## src/rtl/seq_multiplier_n.sv

```systemverilog
// Shift-add sequential multiplier: WIDTH iterations after Start, product on {X, Aval, Bval}.
// Define MULT_SIGNED_EN to add the Signed_Mode port and two's-complement datapath.
module seq_multiplier_n #(
  parameter int WIDTH = 8
) (
  input  logic             Clk,
  input  logic             Reset,
  input  logic             Start,
`ifdef MULT_SIGNED_EN
  input  logic             Signed_Mode,
`endif
  input  logic [WIDTH-1:0] Multiplicand,
  input  logic [WIDTH-1:0] Multiplier,
  output logic             Busy,
  output logic             Done,
  output logic [WIDTH-1:0] Aval,
  output logic [WIDTH-1:0] Bval,
  output logic             X
);

  localparam int CNT_W = $clog2(WIDTH + 1);
  localparam logic [CNT_W-1:0] LAST = CNT_W'(WIDTH - 1);

  typedef enum logic [1:0] {IDLE, RUN, DONE} state_t;

  state_t           state_q, state_d;
  logic [WIDTH-1:0] a_q, a_d;
  logic [WIDTH-1:0] b_q, b_d;
  logic [WIDTH-1:0] m_q, m_d;
  logic             x_q, x_d;
  logic [CNT_W-1:0] cnt_q, cnt_d;
  logic [WIDTH:0]   sum;
  logic             fill;

`ifdef MULT_SIGNED_EN
  logic             sgn_q, sgn_d;
  logic             sub;
  logic [WIDTH:0]   m_ext;
  logic [WIDTH:0]   addend;

  // Final iteration subtracts the multiplicand when the multiplier sign bit is set.
  always_comb begin
    m_ext  = {sgn_q & m_q[WIDTH-1], m_q};
    sub    = sgn_q & (cnt_q == LAST) & b_q[0];
    addend = '0;
    if (b_q[0]) begin
      addend = sub ? ~m_ext : m_ext;
    end
    sum  = {sgn_q & a_q[WIDTH-1], a_q} + addend + {{WIDTH{1'b0}}, sub};
    fill = sgn_q & sum[WIDTH];
  end
`else
  always_comb begin
    sum  = {1'b0, a_q} + (b_q[0] ? {1'b0, m_q} : {(WIDTH+1){1'b0}});
    fill = 1'b0;
  end
`endif

  always_comb begin
    state_d = state_q;
    a_d     = a_q;
    b_d     = b_q;
    m_d     = m_q;
    x_d     = x_q;
    cnt_d   = cnt_q;
`ifdef MULT_SIGNED_EN
    sgn_d   = sgn_q;
`endif
    case (state_q)
      IDLE: begin
        if (Start) begin
          a_d     = '0;
          b_d     = Multiplier;
          m_d     = Multiplicand;
          x_d     = 1'b0;
          cnt_d   = '0;
`ifdef MULT_SIGNED_EN
          sgn_d   = Signed_Mode;
`endif
          state_d = RUN;
        end
      end
      RUN: begin
        {x_d, a_d, b_d} = {fill, sum, b_q[WIDTH-1:1]};
        cnt_d = cnt_q + CNT_W'(1);
        if (cnt_q == LAST) begin
          state_d = DONE;
        end
      end
      DONE: begin
        if (!Start) begin
          state_d = IDLE;
        end
      end
      default: state_d = IDLE;
    endcase
  end

  always_ff @(posedge Clk) begin
    if (Reset) begin
      state_q <= IDLE;
      a_q     <= '0;
      b_q     <= '0;
      m_q     <= '0;
      x_q     <= 1'b0;
      cnt_q   <= '0;
`ifdef MULT_SIGNED_EN
      sgn_q   <= 1'b0;
`endif
    end else begin
      state_q <= state_d;
      a_q     <= a_d;
      b_q     <= b_d;
      m_q     <= m_d;
      x_q     <= x_d;
      cnt_q   <= cnt_d;
`ifdef MULT_SIGNED_EN
      sgn_q   <= sgn_d;
`endif
    end
  end

  assign Busy = (state_q == RUN);
  assign Done = (state_q == DONE);
  assign Aval = a_q;
  assign Bval = b_q;
  assign X    = x_q;

endmodule

```

## config.mk

```make
export PLATFORM = sky130hd
export DESIGN_NAME = seq_multiplier_n
export DESIGN_NICKNAME = d
export VERILOG_FILES = /design/src/rtl/seq_multiplier_n.sv
export SDC_FILE = /design/constraint.sdc
export NUM_CORES = 1
export LEC_CHECK = 0
export CAP_MARGIN = 20
export CORE_MARGIN = 2
export CORE_UTILIZATION = 41
export DETAILED_ROUTE_END_ITERATION = 6
export PLACE_DENSITY = 0.67
export RECOVER_POWER = 25
export SYNTH_ARGS = -nofsm -noshare
export SYNTH_HDL_FRONTEND = slang
export SYNTH_SLANG_ARGS = --single-unit
```

## constraint.sdc

```tcl
create_clock -name Clk -period 3 [get_ports Clk]
set_clock_uncertainty 0.1 [all_clocks]
set_input_delay 0.6 -clock Clk [delete_from_list [all_inputs] [get_ports Clk]]
set_output_delay 0.6 -clock Clk [all_outputs]
set_load 0.01 [all_outputs]
```

* After elaboration in Yosys (flattened, before gate mapping)
Cells that the tools add are included.
Operators by class: add/sub/neg operators 2, multiplexer cells 13, equal/unequal tests 6, reduce and logical (&&, ||, !) cells 5
Operators with widths (count):
- 8-bit case mux with 2 select lines | 2
- 8-bit 2-to-1 mux | 3
- 8-bit by 8-bit adder with 9-bit output | 1
- 4-bit case mux with 2 select lines | 1
- 2-bit 2-to-1 mux | 3
- 2-bit case mux with 3 select lines | 1
- 4-bit by 1-bit adder with 4-bit output, second input constant | 1
- 4-bit by 3-bit equality test with 1-bit output, second input constant | 1
- 4-bit 2-to-1 mux | 1
- 2-bit inequality test, second input constant | 2
- 2-bit AND reduction | 2
- 3-bit AND reduction | 1
- 2-bit by 1-bit equality test with 1-bit output, second input constant | 1
- 2-bit equality test, second input constant | 1
- 2-bit zero test | 1
- 2-bit by 1-bit inequality test with 1-bit output, second input constant | 1
- 1-bit case mux with 2 select lines | 1
- 2-bit nonzero test | 1
- 1-bit 2-to-1 mux | 1
Word-level totals: bits of input ports 19, register bits after elaboration 31, output and inout port bits 19

* Longest topological paths before layout
depth after elaboration 3, mapped depth 8

* Worst setup path before layout
Ideal clock, no wire load.
path kind reg-to-reg, from register b_q[0] (netlist: Bval[0]), to register a_q[7] (netlist: Aval[7]), setup slack 0.842 ns, data required time 2.767 ns, data arrival time 1.925 ns, period minus slack after synthesis 2.158 ns, setup time 0.133 ns, stages on the path, launching flop included 9, path through dfxtp_1 > and2_1 > ha_1 > fa_1 > a211oi_1 > o21bai_1 > a21oi_1 > nand3b_1 > a311oi_2
Between the ends: longest elaborated chain between the ends 3
RTL lines:
- start, declared | RTL line 28 | logic [WIDTH-1:0] b_q, b_d;
- start signal, assigned | RTL line 103 | b_q <= '0;
- start signal, assigned | RTL line 113 | b_q <= b_d;
- 8-bit 2-to-1 mux | RTL line 54 | sum = {1'b0, a_q} + (b_q[0] ? {1'b0, m_q} : {(WIDTH+1){1'b0}});
- 8-bit by 8-bit adder with 9-bit output | RTL line 54
- 8-bit case mux with 2 select lines | RTL line 69 | case (state_q)
- end signal, assigned | RTL line 102 | a_q <= '0;
- end signal, assigned | RTL line 112 | a_q <= a_d;
- end, declared | RTL line 27 | logic [WIDTH-1:0] a_q, a_d;
No other way between the ends. A chain may end at the register's enable or synchronous reset.

* Worst setup path in the final report
from register state_q[1], to output port Busy
Between the ends: longest elaborated chain between the ends 1
RTL lines:
- start, declared | RTL line 26 | state_t state_q, state_d;
- start signal, assigned | RTL line 111 | state_q <= state_d;
- 2-bit by 1-bit equality test with 1-bit output | RTL line 123 | assign Busy = (state_q == RUN);
- end, declared | RTL line 14 | output logic Busy,
No other way between the ends.

==> results.toml <==
[detailed_routing]
wl_met2_um = 1720
wirelength_met1_um = 1570
drc = 0
wire_per_inst_um = 13.5
highest_layer = "met4"
wl_met3_um = 252
finalWirelength_um = 3550
num_vias = 1414
first_pass_iters = 4
avgViaCountPerCell = 5.38
drtIter0Drc = 126
antenna_left = 0

[critical_path]
endpoint_kind = "output port"
startpoint_type = "flip-flop"
cp.arrival_ns = 1.96
reg2reg_setup_slack_ns = 0.63
critPathKind = "flip-flop to output port"
cp_max_fo = 20
critPathRequiredTime_ns = 2.30

[placement]
port_buffers = 36
dp_hpwl_um = 2650
gp_congestion = 0.888

[die]
ios = 38
die_area_mm2 = 0.00423
chipWidth_um = 65.1
start_util_pct = 42.1
rows = 22
coreArea_mm2 = 0.00363
die_y_um = 65.1

[synth]
synth-seq-cells = 30
ys_types = 39
ys_warn_count = 0
syn_area_per_cell_um2 = 8.59
synth-async-reset-ratio_pct = 0
syn_nets = 207
synth-seq-area-share_pct = 39.3
synth_edf_count = 0
syn_inst = 178
syn_area_mm2 = 0.00153
synth_flop_cell = "dfxtp_1"

[layout]
diodes = 0
area_growth_pct = 30.5
drive_gt1_share_pct = 6.98
layout.nets = 243

[timing]
relSlewSlack_pct = 58.7
fmax_mhz = 376
fin_setup_tns_ns = 0
worst_pin_slew_ns = 0.620
post-route-period-util_pct = 88.6
finalMaxSlewViolations = 0
setup_violations = 0
hold_violations = 0
rsz0062_at_grt = "no"
min_period_ns = 2.66

[clock_network]
root_buffer = "clkbuf_8"
cts.clk_slew.worst_paths_ns = 0.06
cts_buffers = 5
htree_levels = 2
clockBufferDepth = 2
clkLatencyLatePin_ns = 0.28
tritoncts = "done"
clock-sinks = 30
cts_setup_buffers = 0
hold_buffers = 0
cts_resized = 0

[flow_run]
cap_violations = 0

[grt]
first_global_vias = 1434
grt_max_degree = 21
grt_util_all_layers_pct = 18.1
grt-ovfl-total = 0
grt_pass1_wl_um = 6020
grt_antenna_before_repair = 0

[status]
run_status = "completed"

[pwr]
leakage_uw = 0.000819
vdd_ir_drop_max_mv = 0.309
fin_total_pwr_uw = 904
p_per_area_mw_per_mm2 = 453

[hold_path]
min-delay-path-class = "flip-flop to flip-flop"
power by group:
group          switching, uW  internal, uW
Sequential              16.8           419
Combinational           71.3          66.3
Clock                    146           185
critical path: stages, from the launching register on:
cell	delay [ns]
dfxtp_1	0.36
nand2b_2	0.35
inv_2	0.37
clkdlybuf4s50_1	0.61
cells in the mapped netlist (all sizes together), types with 4 or more instances:
library cell | count | area share, %
nand2 | 30 | 7.4
nand3b | 4 | 2.0
xor2 | 4 | 2.3
a22oi | 6 | 2.9
ha | 9 | 7.4
and2 | 8 | 3.3
nor2 | 9 | 2.4
o21ai | 4 | 1.3
dfxtp | 30 | 39
nand3 | 6 | 2.0
a21oi | 26 | 8.5
buf | 7 | 3.4
path summary, 6_finish.rpt:
kind,cells past startpoint,from,endpoint
worst min-delay path,2,m_q[0]$_SDFFE_PP0P_,m_q[0]$_SDFFE_PP0P_
worst min register to register,2,m_q[0]$_SDFFE_PP0P_,m_q[0]$_SDFFE_PP0P_
worst max register to register,8,Bval[0]$_SDFFE_PP0P_,Aval[5]$_SDFFE_PP0P_
worst max-delay path,3,state_q[1]$_SDFFE_PP0P_,Busy
kinds of logic after synthesis:
kind of cell	after synthesis	synth area share [%]
DFF	30	39.3
AOI/OAI and AO/OA	55	22.7
and+or+nand+nor	67	22.3
xor gates and xnor gates	4	2.29
adders and majority gates	10	8.67
buffers and inverters	11	4.42
other	1	0.245
state kept, by name, summed over array words and instances (netlist names):
name / cells
Aval: 8
Bval: 8
cnt_q: 4
m_q: 8
state_q: 2
per-stage QoR:
step / worst slack (ns) / area (um^2) / utilization [%] / hold WS, ns / std cells
6_report: 0.343 / 2000 / 54.9 / 0.352 / 263
5_1_grt: 0.249 / 2000 / 54.9 / 0.372 / 263
4_1_cts: 0.350 / 2000 / 55.0 / 0.354 / 263
3_5_place_dp: 0.656 / 1910 / 52.5 / 0.345 / 255
3_3_place_gp: 0.677 / 1910 / 52.5 / 0.340 / 255
2_1_floorplan: 0.842 / 1530 / - / 0.332 / 178
routing by layer:
metal | GRT usage, % | vias to the layer above
met5 | 0 | -
met4 | 5.47 | 0
met3 | 5.56 | 2
met2 | 31.1 | 58
met1 | 21.7 | 655
li1 | - | 699
final cells by class:
type                       instances  area (um^2)
inverter                           1         3.75
sequential                        30          601
clock inverter                     1         5.00
fill                             362         1640
tap                               48         60.1
timing repair buffer              39          379
multi-input combinational        137          861
clock buffer                       7         86.3
cell usage in the layout (no fill, tap or decap), types with 6 or more instances in the layout:
master | synthesis | final
dfxtp_1 | 30 | 30
clkbuf_8 | 0 | 6
dlygate4sd3_1 | 0 | 8
nand3_1 | 6 | 6
and2_1 | 8 | 8
a21oi_1 | 26 | 26
ha_1 | 9 | 9
clkdlybuf4s50_1 | 0 | 28
a22oi_1 | 6 | 6
nand2_1 | 30 | 30
nor2_1 | 8 | 8
Power figures use the tool's default switching activity.
